$ cat src/rtl/product_accumulator.sv
// Multiply-accumulate back end: sums frames of COUNT unsigned 4-bit products
// into an ACC_W-bit accumulator and offers the result over valid/ready.
module product_accumulator #(
    parameter int COUNT = 4,
    parameter int ACC_W = 8
) (
    input  logic             clk,
    input  logic             rst_n,
    input  logic             clear,
    input  logic             in_valid,
    output logic             in_ready,
    input  logic [3:0]       in_p,
    output logic             out_valid,
    input  logic             out_ready,
    output logic [ACC_W-1:0] out_sum,
    output logic             out_ovf
);

    localparam int CNT_W = $clog2(COUNT + 1);
    localparam logic [CNT_W-1:0] CNT_LAST = CNT_W'(COUNT - 1);
    localparam logic [CNT_W-1:0] CNT_ONE  = CNT_W'(1);

    typedef enum logic [0:0] {
        ACCUM = 1'b0,
        DONE  = 1'b1
    } state_e;

    state_e           state_q, state_d;
    logic [ACC_W-1:0] acc_q, acc_d;
    logic [CNT_W-1:0] cnt_q, cnt_d;
    logic             ovf_q, ovf_d;
    logic             accept_s;
    logic [ACC_W:0]   sum_s;

    assign in_ready = (state_q == ACCUM) && !clear;
    assign accept_s = in_valid && in_ready;
    // One extra bit catches the carry out of the accumulator width.
    assign sum_s    = {1'b0, acc_q} + {{(ACC_W - 3){1'b0}}, in_p};

    assign out_valid = (state_q == DONE);
    assign out_sum   = acc_q;
    assign out_ovf   = ovf_q;

    // Next-state and datapath update for the frame FSM.
    always_comb begin
        state_d = state_q;
        acc_d   = acc_q;
        cnt_d   = cnt_q;
        ovf_d   = ovf_q;
        case (state_q)
            ACCUM: begin
                if (clear) begin
                    acc_d = {ACC_W{1'b0}};
                    cnt_d = {CNT_W{1'b0}};
                    ovf_d = 1'b0;
                end else if (accept_s) begin
                    acc_d = sum_s[ACC_W-1:0];
                    ovf_d = ovf_q | sum_s[ACC_W];
                    if (cnt_q == CNT_LAST) begin
                        state_d = DONE;
                        cnt_d   = {CNT_W{1'b0}};
                    end else begin
                        cnt_d = cnt_q + CNT_ONE;
                    end
                end else begin
                    state_d = ACCUM;
                end
            end
            DONE: begin
                // A clear with or without out_ready lands in the same place.
                if (clear || out_ready) begin
                    state_d = ACCUM;
                    acc_d   = {ACC_W{1'b0}};
                    ovf_d   = 1'b0;
                end else begin
                    state_d = DONE;
                end
            end
            default: begin
                state_d = ACCUM;
                acc_d   = {ACC_W{1'b0}};
                cnt_d   = {CNT_W{1'b0}};
                ovf_d   = 1'b0;
            end
        endcase
    end

    // State and datapath registers.
    always_ff @(posedge clk or negedge rst_n) begin
        if (!rst_n) begin
            state_q <= ACCUM;
            acc_q   <= {ACC_W{1'b0}};
            cnt_q   <= {CNT_W{1'b0}};
            ovf_q   <= 1'b0;
        end else begin
            state_q <= state_d;
            acc_q   <= acc_d;
            cnt_q   <= cnt_d;
            ovf_q   <= ovf_d;
        end
    end

endmodule
$ cat config.mk
export PLATFORM = sky130hd
export DESIGN_NAME = product_accumulator
export DESIGN_NICKNAME = d
export VERILOG_FILES = /design/src/rtl/product_accumulator.sv
export SDC_FILE = /design/constraint.sdc
export NUM_CORES = 1
export LEC_CHECK = 0
export BUFFER_PORTS_ARGS = -buffer_cell sky130_fd_sc_hd__buf_2
export CORE_ASPECT_RATIO = 0.9
export CORE_MARGIN = 3
export CORE_UTILIZATION = 45
export DETAILED_ROUTE_END_ITERATION = 6
export GPL_TIMING_DRIVEN = 0
export PLACE_DENSITY_LB_ADDON = 0.15
export SLEW_MARGIN = 15
export SYNTH_ARGS = -nofsm -noshare
export SYNTH_HDL_FRONTEND = slang
export SYNTH_SLANG_ARGS = --single-unit
$ cat constraint.sdc
create_clock -name clk -period 1.95 [get_ports clk]
set_clock_uncertainty 0.15 [all_clocks]
set_input_delay 0.39 -clock clk [delete_from_list [all_inputs] [get_ports clk]]
set_output_delay 0.39 -clock clk [all_outputs]
set_load 0.005 [all_outputs]
# ---- Yosys cells after proc, flatten, opt, wreduce, memory -nomap -nowiden
# Cells that the tools add are included.
dict set report word_totals {
  ramBits 0
  n_memories 0
  rom_bits 0
  in_bits 9
  ff_bits 13
  elab_cells 34
  latchBits 0
}
dict set report op_classes {
  order_cmp 0
  mul 0
  div 0
  n_shift 0
  n_mux 16
  bitwise_logic 2
  addsub 2
  n_reduce_logical 7
  n_eq_ne 3
}
# operator n
set op_table {}
lappend op_table {{$mux W8} 3}
lappend op_table {{$pmux W8 S2} 1}
lappend op_table {{$add A8 B4 Y9} 1}
lappend op_table {{$mux W3} 3}
lappend op_table {{$mux W1} 7}
lappend op_table {{$pmux W1 S2} 2}
lappend op_table {{$reduce_and A2 Y1} 2}
lappend op_table {{$add A3 B1 Y3 const B} 1}
lappend op_table {{$eq A3 B2 Y1 const B} 1}
lappend op_table {{$ne A3 B3 Y1 const B} 1}
lappend op_table {{$logic_and A1 B1 Y1} 2}
lappend op_table {{$ne A2 B1 Y1 const B} 1}
lappend op_table {{$reduce_bool A2 Y1} 1}
lappend op_table {{$logic_not A1 Y1} 1}
lappend op_table {{$logic_or A1 B1 Y1} 1}
lappend op_table {{$not A1 Y1} 1}
lappend op_table {{$or A1 B1 Y1} 1}

# ---- Logic depth before layout (Yosys ltp)
dict set report depth {
  depth_word 6
  depth_mapped 6
  ltp_nobuf 6
}

# ---- Worst setup path after synthesis
# No wires, ideal clock.
dict set report synth_path {
  kind {in2reg}
  from {input port in_p[0]}
  to {register ovf_q, in the netlist out_ovf}
  stages 6
  t_arrival_ns 1.628
  required_ns 1.681
  setup_slack_ns 0.054
  path_cell_list {ha_1 > fa_1 > a21o_1 > a21oi_1 > nor4b_1 > o21a_1}
}
dict set report synth_between {
  elab_chain_cells 5
}
# element line_no
set synth_rtl {}
lappend synth_rtl {{from (decl)} 12} ;# input logic [3:0] in_p,
lappend synth_rtl {{$add A8 B4 Y9} 38} ;# assign sum_s = {1'b0, acc_q} + {{(ACC_W - 3){1'b0}}, in_p};
lappend synth_rtl {{$or A1 B1 Y1} 58} ;# ovf_d = ovf_q | sum_s[ACC_W];
lappend synth_rtl {{$mux W1} 56} ;# end else if (accept_s) begin
lappend synth_rtl {{$mux W1} 52} ;# if (clear) begin
lappend synth_rtl {{$pmux W1 S2} 50} ;# case (state_q)
lappend synth_rtl {{to (signal assigned)} 99} ;# ovf_q <= ovf_d;
lappend synth_rtl {{to (decl)} 31} ;# logic ovf_q, ovf_d;
# No other way between the ends. The select of a mux whose other input is x is not followed.
# A chain may end at the register's enable or synchronous reset.

# ---- Worst setup path in the final report
dict set report layout_path {
  from {register acc_q[3], in the netlist out_sum[3]}
  to {register acc_q[7], in the netlist out_sum[7]}
}
dict set report layout_between {
  elab_chain_cells 4
}
# element line_no
set layout_rtl {}
lappend layout_rtl {{from (decl)} 29} ;# logic [ACC_W-1:0] acc_q, acc_d;
lappend layout_rtl {{from (signal assigned)} 92} ;# acc_q <= {ACC_W{1'b0}};
lappend layout_rtl {{$add A8 B4 Y9} 38}
lappend layout_rtl {{$mux W8} 56}
lappend layout_rtl {{$mux W8} 52}
lappend layout_rtl {{$pmux W8 S2} 50}
# No other way between the ends. The select of a mux whose other input is x is not followed.

==> metrics.txt <==
# TYPE chip_impl_metric gauge
chip_impl_metric{name="synth_enable_flop_cells",unit=""} 0
chip_impl_info{name="grt_setup_unrepaired",value="no"} 1
chip_impl_metric{name="number_of_antenna_violations_at_the_first_check_in_global_routing",unit=""} 0
chip_impl_metric{name="placed_cells_incl_taps",unit=""} 113
chip_impl_metric{name="synth_area",unit="um2"} 757
chip_impl_metric{name="timing.reg2reg.worst_path_depth",unit=""} 5
chip_impl_info{name="timing.rr.start",value="out_sum[3]"} 1
chip_impl_metric{name="design.die.area",unit="mm2"} 0.00221
chip_impl_metric{name="post-route-drc-count",unit=""} 0
chip_impl_metric{name="floorplan.die.width",unit="um"} 49.2
chip_impl_metric{name="detail-route-antenna-nets",unit=""} 0
chip_impl_metric{name="xor_xnor_fraction_of_synth_area",unit="%"} 1.16
chip_impl_info{name="cts_tree",value="done"} 1
chip_impl_metric{name="post-synth-top-area-fraction",unit="%"} 43.0
chip_impl_metric{name="cap_viol_max_count",unit=""} 0
chip_impl_metric{name="r2r_setup_slack",unit="ns"} 0.08
chip_impl_metric{name="timing.critical_path.arrival",unit="ns"} 1.91
chip_impl_metric{name="yosys_warnings",unit=""} 0
chip_impl_metric{name="area_growth",unit="%"} 29.6
chip_impl_metric{name="headroom_to_the_max_slew_limit",unit="%"} 76.5
chip_impl_metric{name="total_stage_count_of_the_critical_path",unit=""} 5
chip_impl_info{name="critical_path_launch_point_type",value="flop"} 1
chip_impl_metric{name="wl",unit="um"} 1710
chip_impl_metric{name="cts_inserted_buffers",unit=""} 3
chip_impl_metric{name="core-area",unit="mm2"} 0.00151
chip_impl_metric{name="final_min_period_over_clock_period",unit="%"} 96.0
chip_impl_metric{name="finish.instance_area",unit="um2"} 981
chip_impl_info{name="whs_endpoint",value="out_valid"} 1
chip_impl_metric{name="hpwl",unit="um"} 1190
chip_impl_metric{name="antenna-diode-count",unit=""} 0
chip_impl_metric{name="final-max-slew-violation-count",unit=""} 0
chip_impl_metric{name="nets",unit=""} 113
chip_impl_metric{name="layout-drive-gt1-share",unit="%"} 36.1
chip_impl_metric{name="cts_buffer_depth",unit=""} 2
chip_impl_metric{name="yosys_register_bits",unit=""} 13
chip_impl_metric{name="insertion_delay",unit="ns"} 0.27
chip_impl_metric{name="detailroute.via_count",unit=""} 665
chip_impl_metric{name="vdd_drop_max",unit="V"} 0.000396
chip_impl_metric{name="die_y",unit="um"} 44.9
chip_impl_info{name="endpoint_kind",value="flop"} 1
chip_impl_info{name="post-synth-top-count-cell",value="sky130_fd_sc_hd__dfrtp_1"} 1
chip_impl_metric{name="synth_compound_gate_area_share",unit="%"} 27.9
chip_impl_metric{name="synth_nets",unit=""} 87
chip_impl_metric{name="finalCriticalPeriod",unit="ns"} 1.87
chip_impl_metric{name="synthMuxAreaShare",unit="%"} 0
chip_impl_metric{name="routabilityCongestion",unit=""} 0.726
chip_impl_info{name="reg_to_reg_critical_path_endpoint",value="out_sum[7]"} 1
chip_impl_metric{name="port_buffers",unit=""} 19
chip_impl_metric{name="io_pins",unit=""} 20
chip_impl_metric{name="cellLeakagePower",unit="nW"} 0.471
chip_impl_metric{name="row_count",unit=""} 13
chip_impl_metric{name="grt_remaining_overflow",unit=""} 0
chip_impl_info{name="timing.hold.worst.class",value="primary input to flop"} 1
chip_impl_metric{name="setup_violations",unit=""} 0
chip_impl_info{name="clock-root-buffer",value="sky130_fd_sc_hd__clkbuf_4"} 1
chip_impl_metric{name="share_of_synthesized_flip_flops_with_an_asynchronous_set_or_reset",unit="%"} 100
chip_impl_metric{name="critPathBufInv",unit=""} 0
chip_impl_metric{name="clk_transition_reported_paths",unit="ns"} 0.08
chip_impl_metric{name="htreeDepth",unit=""} 1
chip_impl_metric{name="first_pass_iters",unit=""} 4
chip_impl_info{name="min-delay-start",value="clear"} 1
chip_impl_metric{name="fin_ws",unit="ns"} 0.0770
chip_impl_metric{name="hold_path_cells",unit=""} 2
chip_impl_metric{name="synth_adder_area_share",unit="%"} 10.9
chip_impl_info{name="crit_family",value="simple AND/OR/NAND/NOR gates"} 1
chip_impl_info{name="synth_top_cells_by_area",value="sky130_fd_sc_hd__dfrtp_1, sky130_fd_sc_hd__ha_1, sky130_fd_sc_hd__a21oi_1"} 1
chip_impl_metric{name="grt_first_pass_wirelength",unit="um"} 2830
chip_impl_metric{name="numClockSinks",unit=""} 13
chip_impl_metric{name="route.detailed.vias_per_inst",unit=""} 5.59
chip_impl_metric{name="crit_path_max_fanout",unit=""} 4
chip_impl_metric{name="wire_per_inst",unit="um"} 14.4
chip_impl_metric{name="pwr_density_cell",unit="mW/mm2"} 664
chip_impl_metric{name="post-layout-total-power",unit="uW"} 652
chip_impl_info{name="biggest_area_consumer_among_synthesized_cells",value="sky130_fd_sc_hd__dfrtp_1"} 1
chip_impl_info{name="timing_worst_setup_path_type",value="flop to flop"} 1
chip_impl_info{name="crit_path_cell_trace",value="ha_4 -> o21a_1 -> a21oi_2 -> or4_1 -> a21oi_1"} 1
chip_impl_info{name="synthFlopType",value="sky130_fd_sc_hd__dfrtp_1"} 1
chip_impl_metric{name="hold_viol",unit=""} 0
chip_impl_info{name="combinational_family_with_the_most_area_after_synthesis",value="compound AO/OA/AOI/OAI gates"} 1
chip_impl_metric{name="dpl_worst_slack",unit="ns"} -0.218
chip_impl_metric{name="grtUsageTotal",unit="%"} 17.1
chip_impl_metric{name="post_layout_nonfiller_instances",unit=""} 119
chip_impl_metric{name="pin_count_of_the_biggest_net_entering_global_routing",unit=""} 14
chip_impl_metric{name="worstPathRequired",unit="ns"} 1.99
chip_impl_metric{name="initial_standard_cell_utilization_of_the_core",unit="%"} 50.0
chip_impl_metric{name="synthesis.area_per_instance",unit="um2"} 10.5
chip_impl_info{name="crit_path_top_delay_cell",value="sky130_fd_sc_hd__or4_1"} 1
chip_impl_metric{name="seq_area_frac_synth",unit="%"} 43.0
chip_impl_metric{name="worst_pin_slew",unit="ns"} 0.351
chip_impl_metric{name="fillerInstances",unit=""} 132
chip_impl_metric{name="first_global_vias",unit=""} 642
chip_impl_metric{name="max_freq",unit="GHz"} 0.534
chip_impl_info{name="synthTopCellsByCount",value="sky130_fd_sc_hd__dfrtp_1, sky130_fd_sc_hd__a21oi_1, sky130_fd_sc_hd__ha_1, sky130_fd_sc_hd__nand2_1"} 1
chip_impl_metric{name="synthesized_netlist_cell_count",unit=""} 72
chip_impl_metric{name="synthDistinctLibCells",unit=""} 28
chip_impl_metric{name="post_dp_cell_area",unit="um2"} 880
chip_impl_metric{name="cp_slowest_stage_delay",unit="ns"} 0.50
chip_impl_info{name="outcome",value="finished, final reports clean"} 1
chip_impl_metric{name="synth_simple_gate_area_share",unit="%"} 14.4
chip_impl_metric{name="drtIter0Drc",unit=""} 13
cell type report:
type / instances / area [um2] / area share [%]
Sequential cell: 13 / 325 / 33.2
Timing Repair Buffer: 21 / 113 / 11.5
Clock buffer: 4 / 26.3 / 2.68
Buffer: 2 / 12.5 / 1.28
Multi-Input combinational cell: 55 / 469 / 47.8
Tap cell: 22 / 27.5 / 2.81
Inverter: 2 / 7.51 / 0.765
layer usage:
metal  vias to the layer above  GRT usage (%)  wire length [um]
li1                        328              -                 -
met1                       316           19.3               726
met2                        19           31.0               879
met3                         2           5.61                91
met4                         0           5.11                11
met5                         -              0                 0
worst max path at each step:
stage               startpoint         end  slack [ns]
floorplan              in_p[0]     out_ovf        0.05
global placement       in_p[0]     out_ovf       -0.19
detailed placement     in_p[0]     out_ovf       -0.22
CTS                 out_sum[2]  out_sum[7]        0.04
global route        out_sum[3]  out_sum[7]       0.005
finish              out_sum[3]  out_sum[7]        0.08
placed cells by master (no fill, tap or decap), types with 2 or more instances in the layout:
cell,synthesis,final
sky130_fd_sc_hd__inv_1,2,2
sky130_fd_sc_hd__a21o_1,3,3
sky130_fd_sc_hd__a21oi_1,10,8
sky130_fd_sc_hd__buf_2,1,20
sky130_fd_sc_hd__ha_4,0,3
sky130_fd_sc_hd__dfrtp_1,13,13
sky130_fd_sc_hd__o31ai_1,3,3
sky130_fd_sc_hd__nor2_1,2,2
sky130_fd_sc_hd__or4_1,3,3
sky130_fd_sc_hd__o21a_1,3,3
sky130_fd_sc_hd__buf_4,1,2
sky130_fd_sc_hd__nand2b_1,2,2
sky130_fd_sc_hd__nand2_1,5,5
sky130_fd_sc_hd__o21ai_0,3,3
sky130_fd_sc_hd__clkbuf_4,0,3
sky130_fd_sc_hd__a32o_1,3,3
logic make-up after synthesis:
group / count (synthesis)
and+or+nand+nor: 18
xor gates and xnor gates: 1
adders and majority gates: 6
AOI/OAI and AO/OA: 30
DFF: 13
buffers and inverters: 4
report_power, final:
group	internal, mW	leakage, nW	switching (mW)
Clock	0.0791	0.0150	0.0796
Sequential	0.287	0.177	0.0193
Combinational	0.0941	0.279	0.0928
Total	0.460	0.471	0.192
through the flow:
step / hold WS, ns / setup TNS [ns] / utilization, %
6_report: 0.227 / 0 / 64.8
5_1_grt: 0.231 / 0 / 64.8
3_3_place_gp: 0.148 / -0.461 / 58.1
2_1_floorplan: -0.0556 / 0 / -
3_5_place_dp: 0.144 / -0.578 / 58.1
4_1_cts: 0.216 / 0 / 61.0
what timing repair did:
| action | 4_1_cts | 5_1_grt |
|---|---|---|
| endpoints found under the hold margin | 13 | 0 |
| setup buffers | 0 | 1 |
| hold buffers | 1 | 0 |
| setup endpoints to repair | 3 | 5 |
| pin swaps | 1 | 0 |
| resized for setup | 2 | 6 |
registers in the layout, summed over array words and instances, names as in the netlist:
register,flops
cnt_q,3
out_ovf,1
out_sum,8
out_valid,1
Power figures use the tool's default switching activity.
